[config.mk]
export PLATFORM = sky130hd
export DESIGN_NAME = mdu_iter
export DESIGN_NICKNAME = d
export VERILOG_FILES = /design/src/rtl/mdu_pkg.sv /design/src/rtl/mdu_step.sv /design/src/rtl/mdu_iter.sv
export SDC_FILE = /design/constraint.sdc
export NUM_CORES = 1
export LEC_CHECK = 0
export ABC_AREA = 1
export BUFFER_PORTS_ARGS = -buffer_cell sky130_fd_sc_hd__buf_4
export CAP_MARGIN = 20
export CORE_UTILIZATION = 30
export DETAILED_ROUTE_END_ITERATION = 7
export GPL_TIMING_DRIVEN = 0
export PLACE_DENSITY_LB_ADDON = 0.15
export RECOVER_POWER = 25
export SKIP_LAST_GASP = 1
export SYNTH_ARGS = -nofsm -noshare
export SYNTH_HDL_FRONTEND = slang
export SYNTH_SLANG_ARGS = --single-unit
[constraint.sdc]
create_clock -name clk -period 2.3 [get_ports clk]
set_input_delay 0.575 -clock clk [delete_from_list [all_inputs] [get_ports clk]]
set_output_delay 0.575 -clock clk [all_outputs]
set_load 0.01 [all_outputs]
[src/rtl/mdu_pkg.sv]
// Shared definitions for the iterative multiply/divide unit: op codes, FSM
// state encoding and the iteration-counter width helper.
package mdu_pkg;

    localparam logic [2:0] OP_MULT  = 3'd0;
    localparam logic [2:0] OP_MULTU = 3'd1;
    localparam logic [2:0] OP_DIV   = 3'd2;
    localparam logic [2:0] OP_DIVU  = 3'd3;
    localparam logic [2:0] OP_MTHI  = 3'd4;
    localparam logic [2:0] OP_MTLO  = 3'd5;

    typedef enum logic [1:0] {
        ST_IDLE = 2'd0,
        ST_RUN  = 2'd1,
        ST_FIX  = 2'd2
    } mdu_state_e;

    // Counter must hold the value WIDTH itself, hence WIDTH+1.
    function automatic int cnt_width(input int width);
        return $clog2(width + 1);
    endfunction

endpackage

[src/rtl/mdu_step.sv]
// One radix-2 iteration: shift-add for multiply, restoring shift-subtract for
// divide. acc is the upper half (partial product / remainder), qr the lower half.
module mdu_step #(
    parameter int WIDTH = 32
) (
    input  logic             div_mode,
    input  logic [WIDTH-1:0] acc,
    input  logic [WIDTH-1:0] qr,
    input  logic [WIDTH-1:0] opnd,
    output logic [WIDTH-1:0] acc_nxt,
    output logic [WIDTH-1:0] qr_nxt
);

    logic [WIDTH:0]   sum;
    logic [WIDTH:0]   rem_sh;
    logic [WIDTH-1:0] diff;
    logic             ge;

    always_comb begin
        sum    = {1'b0, acc} + {1'b0, opnd};
        rem_sh = {acc, qr[WIDTH-1]};
        // rem_sh < 2*opnd, so when it fits the true difference is below 2^WIDTH
        ge     = (rem_sh >= {1'b0, opnd});
        diff   = rem_sh[WIDTH-1:0] - opnd;

        acc_nxt = acc;
        qr_nxt  = qr;
        if (div_mode) begin
            if (ge) begin
                acc_nxt = diff;
                qr_nxt  = {qr[WIDTH-2:0], 1'b1};
            end else begin
                acc_nxt = rem_sh[WIDTH-1:0];
                qr_nxt  = {qr[WIDTH-2:0], 1'b0};
            end
        end else begin
            if (qr[0]) begin
                {acc_nxt, qr_nxt} = {sum, qr[WIDTH-1:1]};
            end else begin
                {acc_nxt, qr_nxt} = {1'b0, acc, qr[WIDTH-1:1]};
            end
        end
    end

endmodule

[src/rtl/mdu_iter.sv]
// Iterative multiply/divide unit owning HI/LO. Multi-cycle ops run WIDTH
// radix-2 steps on operand magnitudes, then a sign-fix cycle writes HI/LO.
//
// state   | meaning
// IDLE    | waiting; accepts MULT/DIV (to RUN) or MTHI/MTLO (immediate write)
// RUN     | one iteration per cycle, WIDTH cycles
// FIX     | sign correction, HI/LO write, done pulse next cycle
module mdu_iter
    import mdu_pkg::*;
#(
    parameter int WIDTH = 32
) (
    input  logic             clk,
    input  logic             reset_n,
    input  logic             start,
    input  logic [2:0]       op,
    input  logic [WIDTH-1:0] a,
    input  logic [WIDTH-1:0] b,
    input  logic             cancel,
    output logic             busy,
    output logic             done,
    output logic [WIDTH-1:0] hi,
    output logic [WIDTH-1:0] lo
);

    localparam int CW = cnt_width(WIDTH);

    mdu_state_e       state_q;
    logic [CW-1:0]    cnt_q;
    logic [WIDTH-1:0] acc_q;
    logic [WIDTH-1:0] qr_q;
    logic [WIDTH-1:0] opnd_q;
    logic [WIDTH-1:0] hi_q;
    logic [WIDTH-1:0] lo_q;
    logic             is_div_q;
    logic             neg_lo_q;
    logic             neg_hi_q;
    logic             dz_q;
    logic             done_q;

    logic [WIDTH-1:0] acc_d;
    logic [WIDTH-1:0] qr_d;

    logic             is_mc;
    logic             is_div_op;
    logic             is_signed;
    logic             sa;
    logic             sb;
    logic             dz;
    logic [WIDTH-1:0] mag_a;
    logic [WIDTH-1:0] mag_b;

    logic [2*WIDTH-1:0] prod_fix;
    logic [WIDTH-1:0]   res_hi;
    logic [WIDTH-1:0]   res_lo;

    mdu_step #(.WIDTH(WIDTH)) u_step (
        .div_mode (is_div_q),
        .acc      (acc_q),
        .qr       (qr_q),
        .opnd     (opnd_q),
        .acc_nxt  (acc_d),
        .qr_nxt   (qr_d)
    );

    always_comb begin
        is_div_op = (op == OP_DIV) || (op == OP_DIVU);
        is_mc     = is_div_op || (op == OP_MULT) || (op == OP_MULTU);
        is_signed = (op == OP_MULT) || (op == OP_DIV);
        sa        = is_signed & a[WIDTH-1];
        sb        = is_signed & b[WIDTH-1];
        mag_a     = sa ? -a : a;
        mag_b     = sb ? -b : b;
        dz        = is_div_op && (b == '0);
    end

    always_comb begin
        prod_fix = neg_lo_q ? -{acc_q, qr_q} : {acc_q, qr_q};
        res_hi   = prod_fix[2*WIDTH-1:WIDTH];
        res_lo   = prod_fix[WIDTH-1:0];
        if (is_div_q) begin
            if (dz_q) begin
                res_hi = acc_q;
                res_lo = '1;
            end else begin
                res_hi = neg_hi_q ? -acc_q : acc_q;
                res_lo = neg_lo_q ? -qr_q : qr_q;
            end
        end
    end

    always_ff @(posedge clk or negedge reset_n) begin
        if (!reset_n) begin
            state_q  <= ST_IDLE;
            cnt_q    <= '0;
            acc_q    <= '0;
            qr_q     <= '0;
            opnd_q   <= '0;
            hi_q     <= '0;
            lo_q     <= '0;
            is_div_q <= 1'b0;
            neg_lo_q <= 1'b0;
            neg_hi_q <= 1'b0;
            dz_q     <= 1'b0;
            done_q   <= 1'b0;
        end else begin
            done_q <= 1'b0;
            case (state_q)
                ST_IDLE: begin
                    if (start && !cancel) begin
                        if (is_mc) begin
                            state_q  <= ST_RUN;
                            cnt_q    <= CW'(WIDTH);
                            acc_q    <= '0;
                            is_div_q <= is_div_op;
                            dz_q     <= dz;
                            if (is_div_op) begin
                                // Divide by zero runs on the raw dividend so the
                                // remainder comes out equal to a unchanged.
                                qr_q     <= dz ? a : mag_a;
                                opnd_q   <= mag_b;
                                neg_lo_q <= ~dz & (sa ^ sb);
                                neg_hi_q <= ~dz & sa;
                            end else begin
                                qr_q     <= mag_b;
                                opnd_q   <= mag_a;
                                neg_lo_q <= sa ^ sb;
                                neg_hi_q <= 1'b0;
                            end
                        end else if (op == OP_MTHI) begin
                            hi_q <= a;
                        end else if (op == OP_MTLO) begin
                            lo_q <= a;
                        end
                    end
                end
                ST_RUN: begin
                    if (cancel) begin
                        state_q <= ST_IDLE;
                    end else begin
                        acc_q <= acc_d;
                        qr_q  <= qr_d;
                        cnt_q <= cnt_q - CW'(1);
                        if (cnt_q == CW'(1)) begin
                            state_q <= ST_FIX;
                        end
                    end
                end
                ST_FIX: begin
                    state_q <= ST_IDLE;
                    if (!cancel) begin
                        hi_q   <= res_hi;
                        lo_q   <= res_lo;
                        done_q <= 1'b1;
                    end
                end
                default: begin
                    state_q <= ST_IDLE;
                end
            endcase
        end
    end

    assign busy = (state_q != ST_IDLE);
    assign done = done_q;
    assign hi   = hi_q;
    assign lo   = lo_q;

endmodule
==> run_results.csv <==
group,metric,value,unit
place,numPortBuffers,136,
synth,syn_inst,3183,
sta,worst_clock_skew,0.0125,ns
worst_setup_path,critPathLaunch,"acc_q[0]",
synth,syn_avg_cell_area,5.84,sq um
place,dp_hpwl,84000,microns
place,pre_cts_ws,-0.843,ns
sta,tns,-0.692,ns
sta,report.final.slew_viol_count,64,
pwr,pwr-share-comb,72.1,%
status,outcome,"finished with violations",
sta,setup_viol,23,
pwr,p_int,14.4,mW
sta,fin_ws,-0.102,ns
cts,numClockSinks,173,
route,dr.first_iter.drc_count,2330,
cts,cts_buffers,17,
synth,post-synth-top-area-cell,"dfrtp_1",
route,vias,23370,
cts,cts_tree,"yes",
worst_setup_path,ff2ff_setup_slack,-0.10,ns
route,ant_nets,0,
route,wirelength,105000,microns
final_layout,finalNonFillerCells,4287,
grt,grt_pass1_wl,150000,microns
place,placed_cell_area,20600,sq um
place,gp_congestion,1.01,
worst_setup_path,cp_common_cell,"nand2_1",
cts,clk_pin_slew,0.08,ns
route,drcViolationCount,0,
worst_setup_path,cp_slowest_cell,"dfrtp_2",
floorplanning,die_area,63000,sq um
route,first_pass_iters,8,
synth,yosys_warnings,0,
final_layout,syn_to_final_growth,36.1,%
cts,clk-insertion-delay-late,0.51,ns
grt,grt_pass1_vias,21655,
pwr,power.density,1260,nW/um^2
worst_setup_path,r2r_end,"acc_q[31]",
final_layout,nFillCells,6688,
pwr,total_power,31.8,mW
sta,hold_slack,0.303,ns
pwr,p_leak,11.9,nW
sta,layout_min_cycle_time,2.40,ns
worst_hold_path,hp-class,"in -> reg",
worst_setup_path,crit_end,"acc_q[31]",
floorplanning,ios,137,
floorplanning,initial_core_util,30.6,%
grt,antenna_found_initial,1,
sta,fmax,416,MHz
cts,clock-root-buffer,"clkbuf_16",
worst_setup_path,r2r_start,"acc_q[0]",
status,violations,"max-capacitance violations, max-slew violations, negative setup slack",
sta,relSlewSlack,-21.7,%
floorplanning,core_area,60800,sq um
synth,synth_area,18600,sq um
worst_setup_path,startpoint_type,"flop",
synth,ys.flop_type,"dfrtp_1",
synth,synthTopCellsByArea,"dfrtp_1 (23%), nand2_1 (18%), nor2_1 (9.2%)",
worst_setup_path,path_cells,"ha_4 > inv_2 > fa_2 > o21ai_4 > nand2_1 > nand2_4 > nand2_2 > nand3_2 > nand2_1 > nand2_1 > nand2_2 > a21oi_4 > nand2_2 > nand2_1",
final_layout,nets,3635,
worst_setup_path,critPathArrivalTime,2.84,ns
worst_setup_path,worst-endpoint-required,2.74,ns
synth,ys_ff_latch,173,
worst_setup_path,reg2regPathDepth,14,
synth,synthTopCellsByCount,"nand2_1 (914), nor2_1 (456), inv_1 (356)",
worst_setup_path,end_kind,"flop",
cts,ctsLongestPathBuffers,2,
sta,rsz0062_at_grt,"yes",
final_layout,drive_gt1_share,27.2,%
worst_setup_path,path_class,"reg -> reg",
sta,tightestPinTransition,1.82,ns
sta,hold_viol,0,
pwr,p_sw_share,54.8,%
synth,syn_nets,3326,
pwr,pwr-share-seq,17.9,%
worst_hold_path,min_path_cells,2,
synth,synth-edff-count,0,
final_layout,n_antenna_cell,0,
synth,ys_seq_area_share,23.3,%
route,wire_per_inst,24.4,microns
pwr,switching_power,17.4,mW
cts,hold_buffers,0,
pwr,clkPwrFrac,10.1,%
cts,htreeDepth,4,
place,dpl.cell_count,4102,
worst_setup_path,slowest_delay,0.43,ns
worst_setup_path,cp_max_fo,4,
floorplanning,die_w,251,microns
sta,period_share,104,%
grt,grt_max_degree,111,
route,via_per_inst,5.45,
synth,synth.most_common_cell,"nand2_1",
synth,synth_cell_types,57,
synth,async_flop_share,100,%
floorplanning,die_h,251,microns
floorplanning,rows,90,
final_layout,fin_util,41.6,%
pwr,vdd_drop_max,0.824,mV
grt,grtUsageTotal,32.6,%
synth,synth_top_area_share,23.3,%
grt,grt_overflow,0,
job,cap_violations,1,
final_layout,fin_area,25300,sq um
[metal layers]
| metal | track usage [%] | vias to the layer above | share of wire (%) |
|---|---|---|---|
| li1 | - | 11019 | - |
| met1 | 45.3 | 11184 | 44 |
| met2 | 51.2 | 1016 | 44 |
| met3 | 4.68 | 151 | 7.7 |
| met4 | 12.2 | 0 | 4.2 |
| met5 | 0 | - | 0 |
[worst min path at each step]
stage / from / slack [ns] / end
floorplan: reset_n / 0.28 / acc_q[0]
global placement: lo[20] / 0.48 / lo[20]
detailed placement: lo[18] / 0.48 / lo[18]
CTS: reset_n / 0.03 / cnt_q[3]
global route: cancel / 0.30 / done
finish: cancel / 0.30 / done
[sequential cells by signal, summed over array words and instances, names as in the netlist]
register / cells
done: 1
neg_hi_q: 1
neg_lo_q: 1
state_q: 2
opnd_q: 32
is_div_q: 1
cnt_q: 6
hi: 32
lo: 32
dz_q: 1
acc_q: 32
qr_q: 32
[layout make-up]
| class | count | area [sq um] | share of cell area (%) |
|---|---|---|---|
| inverters | 376 | 1460 | 5.79 |
| multi-input cells | 2530 | 14900 | 59.0 |
| clock buffers | 17 | 425 | 1.68 |
| plain buffers | 104 | 566 | 2.24 |
| repair buffers | 290 | 2370 | 9.37 |
| clock inverters | 15 | 188 | 0.742 |
| flip-flops and latches | 173 | 4390 | 17.4 |
| well taps | 782 | 978 | 3.87 |
[repair_timing]
item | 4_1_cts | 5_1_grt
gates cloned | 2 | 1
setup buffers | 99 | 51
resized for setup | 407 | 312
setup endpoints to repair | 115 | 109
pin swaps | 96 | 123
[cells in the final DEF, fill, tap and decap left out, drive strengths merged, types with 19 or more instances in the layout]
cell / n
buf: 334
xor2: 60
nand3: 272
clkbuf: 77
a21oi: 265
inv: 380
a31oi: 19
nor3: 36
nand2: 927
dfrtp: 173
nand4: 60
o211ai: 25
nor2: 483
ha: 70
o21ai: 213
[worst max-delay path, delay by kind of cell, from the launching register on]
family,cells,cell delay [ns]
AO/OA/AOI/OAI,2,0.52
adder cells (fa/ha/maj),2,0.54
AND/OR/NAND/NOR,9,0.79
buffers and inverters,1,0.04
flip-flops,1,0.43
[power by group through the flow]
stage	Combinational [mW]	Sequential [mW]	Clock (mW)
2_1_floorplan	10.1	5.08	0
6_report	22.9	5.68	3.19
4_1_cts	19.8	5.60	3.21
5_1_grt	24.4	5.74	3.32
3_3_place_gp	15.7	5.88	0
3_5_place_dp	15.6	5.88	0
[cells by family (layout without fill, tap and decap cells)]
kind of cell / after synthesis / in the layout / share of synthesized area (%)
compound gates: 580 / 580 / 17.0
xor+xnor: 69 / 69 / 3.25
fa+ha+maj: 72 / 72 / 4.93
buf+inv: 480 / 802 / 10.3
flops: 173 / 173 / 23.3
simple gates: 1809 / 1809 / 41.2
No activity file was read; power rests on OpenSTA's default activity.
